## config.mk

```make
export PLATFORM = sky130hd
export DESIGN_NAME = row_reduce_accumulator
export DESIGN_NICKNAME = d
export VERILOG_FILES = /design/src/rtl/row_reduce_accumulator.sv
export SDC_FILE = /design/constraint.sdc
export NUM_CORES = 1
export LEC_CHECK = 0
export ABC_CLOCK_PERIOD_IN_PS = 6100
export BUFFER_PORTS_ARGS = -buffer_cell sky130_fd_sc_hd__clkbuf_2
export CAP_MARGIN = 0
export CORE_MARGIN = 2
export CORE_UTILIZATION = 40
export DETAILED_ROUTE_END_ITERATION = 6
export PLACE_DENSITY = 0.64
export SYNTH_ARGS = -nofsm -noshare
export SYNTH_HDL_FRONTEND = slang
export SYNTH_SLANG_ARGS = --single-unit
```

## constraint.sdc

```tcl
create_clock -name clk -period 6.1 [get_ports clk]
set_input_delay 0.61 -clock clk [delete_from_list [all_inputs] [get_ports clk]]
set_output_delay 0.61 -clock clk [all_outputs]
set_load 0.05 [all_outputs]
```

## src/rtl/row_reduce_accumulator.sv

```systemverilog
// Row reducer: NI-lane chunks summed by a pipelined adder tree,
// then accumulated per row with a sticky signed-overflow flag.
// Ports:
//   clk, rst          clock, async active-high reset
//   start, row_len    begin a row of row_len chunks (IDLE only)
//   in_valid/ready    chunk handshake, in_data = NI lanes of W bits
//   out_valid/ready   result handshake, out_data/out_ovf = row sum
//   busy              FSM not in IDLE
module row_reduce_accumulator #(
  parameter int NI    = 8,
  parameter int W     = 32,
  parameter int ACC_W = 48,
  parameter int CNT_W = 16
) (
  input  logic             clk,
  input  logic             rst,
  input  logic             start,
  input  logic [CNT_W-1:0] row_len,
  input  logic             in_valid,
  output logic             in_ready,
  input  logic [NI*W-1:0]  in_data,
  output logic             out_valid,
  input  logic             out_ready,
  output logic [ACC_W-1:0] out_data,
  output logic             out_ovf,
  output logic             busy
);

  localparam int L = $clog2(NI);
  localparam logic [L:1] LOW_MASK =
    L'((64'd1 << (L - 1)) - 64'd1);

  typedef enum logic [1:0] {
    IDLE,
    RUN,
    DRAIN,
    HOLD
  } state_e;

  state_e state_q, state_d;

  logic [CNT_W-1:0] rem_q;
  logic [L:1]       vld_q;
  logic             first_q;
  logic [ACC_W-1:0] acc_q;
  logic             ovf_q;

  logic take_start;
  logic in_hs;
  logic tree_v;
  logic early_v;
  logic last_sum;

  logic signed [ACC_W-1:0] tsum;
  logic        [ACC_W-1:0] acc_add;
  logic                    ovf_add;

  // Level j holds NI>>j pairwise sums of width W+j,
  // so no level can overflow.
  for (genvar j = 1; j <= L; j++) begin : lvl
    localparam int N  = NI >> j;
    localparam int SW = W + j;

    logic signed [SW-1:0] a   [N];
    logic signed [SW-1:0] b   [N];
    logic signed [SW-1:0] s_q [N];

    if (j == 1) begin : g_src
      always_comb begin
        for (int i = 0; i < N; i++) begin
          a[i] = SW'($signed(in_data[(2*i)*W +: W]));
          b[i] = SW'($signed(in_data[(2*i+1)*W +: W]));
        end
      end
    end else begin : g_src
      always_comb begin
        for (int i = 0; i < N; i++) begin
          a[i] = SW'(lvl[j-1].s_q[2*i]);
          b[i] = SW'(lvl[j-1].s_q[2*i+1]);
        end
      end
    end

    always_ff @(posedge clk) begin
      for (int i = 0; i < N; i++) begin
        s_q[i] <= a[i] + b[i];
      end
    end
  end

  assign take_start = (state_q == IDLE) && start;
  assign in_hs      = in_valid && in_ready;
  assign tree_v     = vld_q[L];
  assign early_v    = |(vld_q & LOW_MASK);

  // No chunks enter during DRAIN, so the last sum is the one
  // leaving the tree with every earlier level empty.
  assign last_sum = (state_q == DRAIN) && tree_v && !early_v;

  assign tsum    = ACC_W'(lvl[L].s_q[0]);
  assign acc_add = acc_q + tsum;
  assign ovf_add = (acc_q[ACC_W-1] == tsum[ACC_W-1]) &&
                   (acc_add[ACC_W-1] != acc_q[ACC_W-1]);

  always_comb begin
    state_d = state_q;
    unique case (state_q)
      IDLE: begin
        if (start) begin
          state_d = (row_len != '0) ? RUN : HOLD;
        end
      end
      RUN: begin
        if (in_hs && rem_q == CNT_W'(1)) begin
          state_d = DRAIN;
        end
      end
      DRAIN: begin
        if (last_sum) begin
          state_d = HOLD;
        end
      end
      HOLD: begin
        if (out_ready) begin
          state_d = IDLE;
        end
      end
      default: state_d = IDLE;
    endcase
  end

  always_ff @(posedge clk or posedge rst) begin
    if (rst) begin
      state_q <= IDLE;
      vld_q   <= '0;
      rem_q   <= '0;
      first_q <= 1'b0;
      acc_q   <= '0;
      ovf_q   <= 1'b0;
    end else begin
      state_q  <= state_d;
      vld_q[1] <= in_hs;
      for (int j = 2; j <= L; j++) begin
        vld_q[j] <= vld_q[j-1];
      end
      if (take_start) begin
        rem_q   <= row_len;
        acc_q   <= '0;
        ovf_q   <= 1'b0;
        first_q <= 1'b1;
      end else begin
        if (in_hs) begin
          rem_q <= rem_q - CNT_W'(1);
        end
        if (tree_v) begin
          first_q <= 1'b0;
          // First sum of a row loads; later sums add.
          if (first_q) begin
            acc_q <= tsum;
          end else begin
            acc_q <= acc_add;
            if (ovf_add) begin
              ovf_q <= 1'b1;
            end
          end
        end
      end
    end
  end

  assign in_ready  = (state_q == RUN);
  assign out_valid = (state_q == HOLD);
  assign busy      = (state_q != IDLE);
  assign out_data  = acc_q;
  assign out_ovf   = ovf_q;

endmodule

```

==> run summary <==
The deepest clock path buffer count is 3. The number of setup violations in the final report came out at 0. Along the worst hold path, the cell count comes to 2. The clock slew at the register clock pins of the worst setup and hold paths is 0.06 ns. Compared with the post-synthesis result, the final layout area differs by 17.3%. The critical path is of the reg -> reg type. The total number of placement rows is 84.

The data arrival time of the critical path is 4.43 ns. STA classifies the critical path startpoint as a flip-flop. The first global-routing pass estimated 93200 um of wire. For this run, the post-layout net count is 3358.

The area share of the largest cell type after synthesis is 0.220. The delay of the slowest cell on the worst path is 0.94 ns. The worst hold path begins at in_data[96].

The total area of sequential cells came out at 6480 sq um. The initial antenna violation count is 5. Summing every instance area after synthesis gives 21300 sq um. Once detail routing completed, the nets flagged for antenna violations numbered 0. The async set-reset flop share out of synthesis came out at 0.232.

The count of fill cells added during filler insertion came out at 5063. The internal portion of total power came out at 7.51 mW. The post-route setup TNS came out at 0 ns. The final-report hold violation count is 0.

STA puts the critical path data required time at 6.53 ns. The power density of the placed cells is 542 nW/um^2. Measured on the finished design, the core utilization comes to 0.476. The number of buffers inserted by post-CTS setup repair came out at 0. The average footprint of a synthesized cell is 8.66 sq um. The clock group share of total power came out at 0.176.

The mean routed wirelength per cell came out at 16.5 um. For this design, the sink count on the clock tree is 306. The die boundary height is 235 um.

The sequential element share of the synthesized area is 0.304. The worst-case setup margin in the final layout came out at 2.10 ns. The signal on the critical path passes through ha_1 > inv_1 > fa_1 > nand2b_1 > a21oi_1 > o21ai_1 > a2111oi_0 > o21ai_1 > a31oi_1 > nand3_1 > a22oi_1 > xor2_1 > o21ai_0 > nand2_1. Buffers placed on the I/O ports in this run total 328.

The worst-case IR drop observed on VDD is 215 uV. Global routing finished with a remaining overflow of 0. The post-cts hold buffer count is 0. The startpoint identified for the worst register-to-register timing path is out_data[0]$_DFFE_PP0P_. The clock arrives with 0.0158 ns of skew.

The core region is 52700 sq um. The register-to-register path setup slack came out at 2.10 ns. The average via count per standard cell came out at 5.42. For this run, the leading register cell type out of synthesis is dfxtp_1. dfxtp_1 takes more of the synthesized area than any other cell. The element type at the critical path end is a flip-flop. In this run the count of I/O pins placed on the die edge is 329. The number of max-cap violations came out at 0. The run finished with clean final reports. The minimum clock period came out at 4.00 ns. The destination of the worst hold path is lvl[1].s_q[1][0]$_DFF_P_.

Setup repair after global routing left no endpoint under its margin. The number of global-route vias before repair is 19000. For this design the total switching power over the nets is 6.07 mW.

The pin count of the biggest net entering global routing is 73. The commonest cells after synthesis are ha_1, a21oi_1, dfxtp_1. The net count after synthesis came out at 3033. The number of distinct library cell variants in the gate-level netlist after synthesis came out at 74.

The terminus of the critical flop-to-flop path is out_data[44]$_DFFE_PP0P_. The cell count after synthesis came out at 2466. The library cell used as clock root buffer is clkbuf_16. During synthesis, Yosys emitted a total of 0 warnings.

Synthesis inferred 306 register bits. In this run the horizontal extent of the chip is 235 um. The all-layer global routing usage is 0.204. The share of final-layout standard cells stronger than drive strength 1 is 0.148.

The detailed router placed 19000 vias in this run. For the pin with the worst max-slew slack, the measured transition is 1.02 ns. The H-tree was split into 2 levels.

By instance count, the cell type seen most on the critical path is o21ai_1. The maximum fanout along the worst path came out at 4. The fraction of power spent switching nets came out at 0.447. Yosys attributes the largest share of cell area to dfxtp_1, ha_1, dfrtp_1.

The portion of the clock cycle consumed by the worst path in the final layout came out at 0.656. The tightest hold path in the finished design has a slack of 0.275 ns. The post-detailed-placement half-perimeter wirelength is 46400 um. The post-cts gate resize count came out at 0. The number of max-slew violations in the final report came to 0. In the routed design, unresolved DRC markers number 0.

The iteration-0 DRC count of the detailed router came out at 937. The total clock buffers created by CTS is 37. The area used by multi-input combinational logic came out at 14300 sq um. Counting flops with a built-in enable in the synthesized netlist gives 0.

Summed over all layers, the routed wires come to 57900 um. The congestion estimate from routability-driven global placement came to 0.927. In the post-synthesis netlist, the cell with the most instances is ha_1. The depth of the most critical reg-to-reg path came out at 14. The class of the most critical hold timing path is in -> reg. The headroom to the max-slew limit came out at 0.304. The leakage component of the power is 12.0 nW. The combinational share of power came out at 0.580. The first-pass iteration count of the detailed router is 7. The maximum operating frequency came out at 0.250 GHz. The source-to-sink clock delay at the later pin of the worst-skew pair is 0.55 ns. The sequential group share of total power is 0.244. The placement-stage worst setup slack is 1.97 ns. For this design, the slowest cell found on the critical path is a2111oi_0. The floorplan step defined a die boundary enclosing 55200 sq um. TritonCTS built the clock tree. The initial utilization of the core area, before any placement, comes to 0.405.
[final cells by class]
| type | instances | share of cell area |
|---|---|---|
| Timing Repair Buffer | 332 | 0.0667 |
| Inverter | 110 | 0.0165 |
| Sequential cell | 306 | 0.259 |
| Clock inverter | 20 | 0.0101 |
| Clock buffer | 47 | 0.0431 |
| Multi-Input combinational cell | 2004 | 0.570 |
| Tap cell | 688 | 0.0344 |
| Antenna cell | 1 | 0.0000999 |
[worst max-delay path by stage]
stage	from	slack (ns)	depth (start not counted)	endpoint
floorplan	out_data[0]$_DFFE_PP0P_	2.71	14	out_data[44]$_DFFE_PP0P_
global placement	in_data[192]	2.08	14	lvl[1].s_q[3][30]$_DFF_P_
detailed placement	in_data[192]	1.97	14	lvl[1].s_q[3][30]$_DFF_P_
CTS	out_data[0]$_DFFE_PP0P_	2.20	14	out_data[44]$_DFFE_PP0P_
global route	out_data[0]$_DFFE_PP0P_	1.73	14	out_data[44]$_DFFE_PP0P_
finish	out_data[0]$_DFFE_PP0P_	2.10	14	out_data[44]$_DFFE_PP0P_
[power groups by stage]
stage / sequential (mW) / combinational [mW] / clock (mW)
after global placement: 3.33 / 7.71 / 0
after detailed placement: 3.35 / 7.83 / 0
after global routing: 3.40 / 8.81 / 2.52
after CTS: 3.31 / 7.88 / 2.45
final: 3.31 / 7.88 / 2.39
after floorplan: 3.68 / 5.71 / 0
[metrics by stage]
step | instances | power, mW | area (sq um)
finish | 3508 | 13.6 | 25000
global route | 3507 | 14.7 | 25000
CTS | 3507 | 13.6 | 25000
detailed placement | 3440 | 11.2 | 23700
global placement | 3440 | 11.0 | 23700
floorplan | 2466 | 9.39 | 21300
[registers in the layout, indices dropped and copies added (netlist names)]
register	count
state_q	2
out_data	48
rem_q	16
vld_q	3
first_q	1
out_ovf	1
lvl.s_q	235
[metal layers]
| layer | vias up | GRT usage | part of all wire |
|---|---|---|---|
| met5 | - | 0 | 0.00076 |
| met4 | 6 | 0.0783 | 0.034 |
| met3 | 109 | 0.0305 | 0.047 |
| met2 | 463 | 0.347 | 0.46 |
| met1 | 8813 | 0.258 | 0.46 |
| li1 | 9637 | - | - |
[worst max-delay path, delay by kind of cell (launching register included)]
| family | cells | cell delay (ns) |
|---|---|---|
| compound gates | 7 | 2.41 |
| fa+ha+maj | 2 | 0.57 |
| simple gates | 3 | 0.38 |
| flops | 1 | 0.37 |
| xor+xnor | 1 | 0.09 |
| buf+inv | 1 | 0.06 |
[cells by family (layout without fill, tap and decap cells)]
logic type / Yosys count / after routing / share of synthesized area
other: 0 / 1 / 0
adder cells (fa/ha/maj): 290 / 290 / 0.173
XOR/XNOR: 244 / 244 / 0.100
flip-flops: 306 / 306 / 0.304
AND/OR/NAND/NOR: 618 / 618 / 0.138
buffers and inverters: 156 / 509 / 0.0274
multiplexers: 12 / 12 / 0.00563
AO/OA/AOI/OAI: 840 / 840 / 0.253
[cell usage in the layout (no fill, tap or decap), types with 7 or more instances in the layout]
master / n
a2111oi_0: 15
a211o_1: 7
a211oi_1: 30
a21boi_0: 7
a21o_1: 133
a21oi_1: 244
a221oi_1: 10
a311oi_1: 9
a31oi_1: 22
and2_1: 14
and3_1: 22
clkbuf_16: 41
clkbuf_2: 328
dfrtp_1: 69
dfxtp_1: 235
fa_1: 8
ha_1: 282
inv_1: 109
mux2i_1: 12
nand2_1: 172
nand2b_1: 36
nand3_1: 60
nand3b_1: 9
nand4_1: 19
nor2_1: 174
nor2b_1: 27
nor3_1: 35
nor4_1: 12
o211ai_1: 27
o21a_1: 45
o21ai_0: 162
o21ai_1: 24
o21bai_1: 28
o31ai_1: 12
or3_1: 12
xnor2_1: 167
xor2_1: 77
Note: power is estimated with default switching activity, not from simulation.
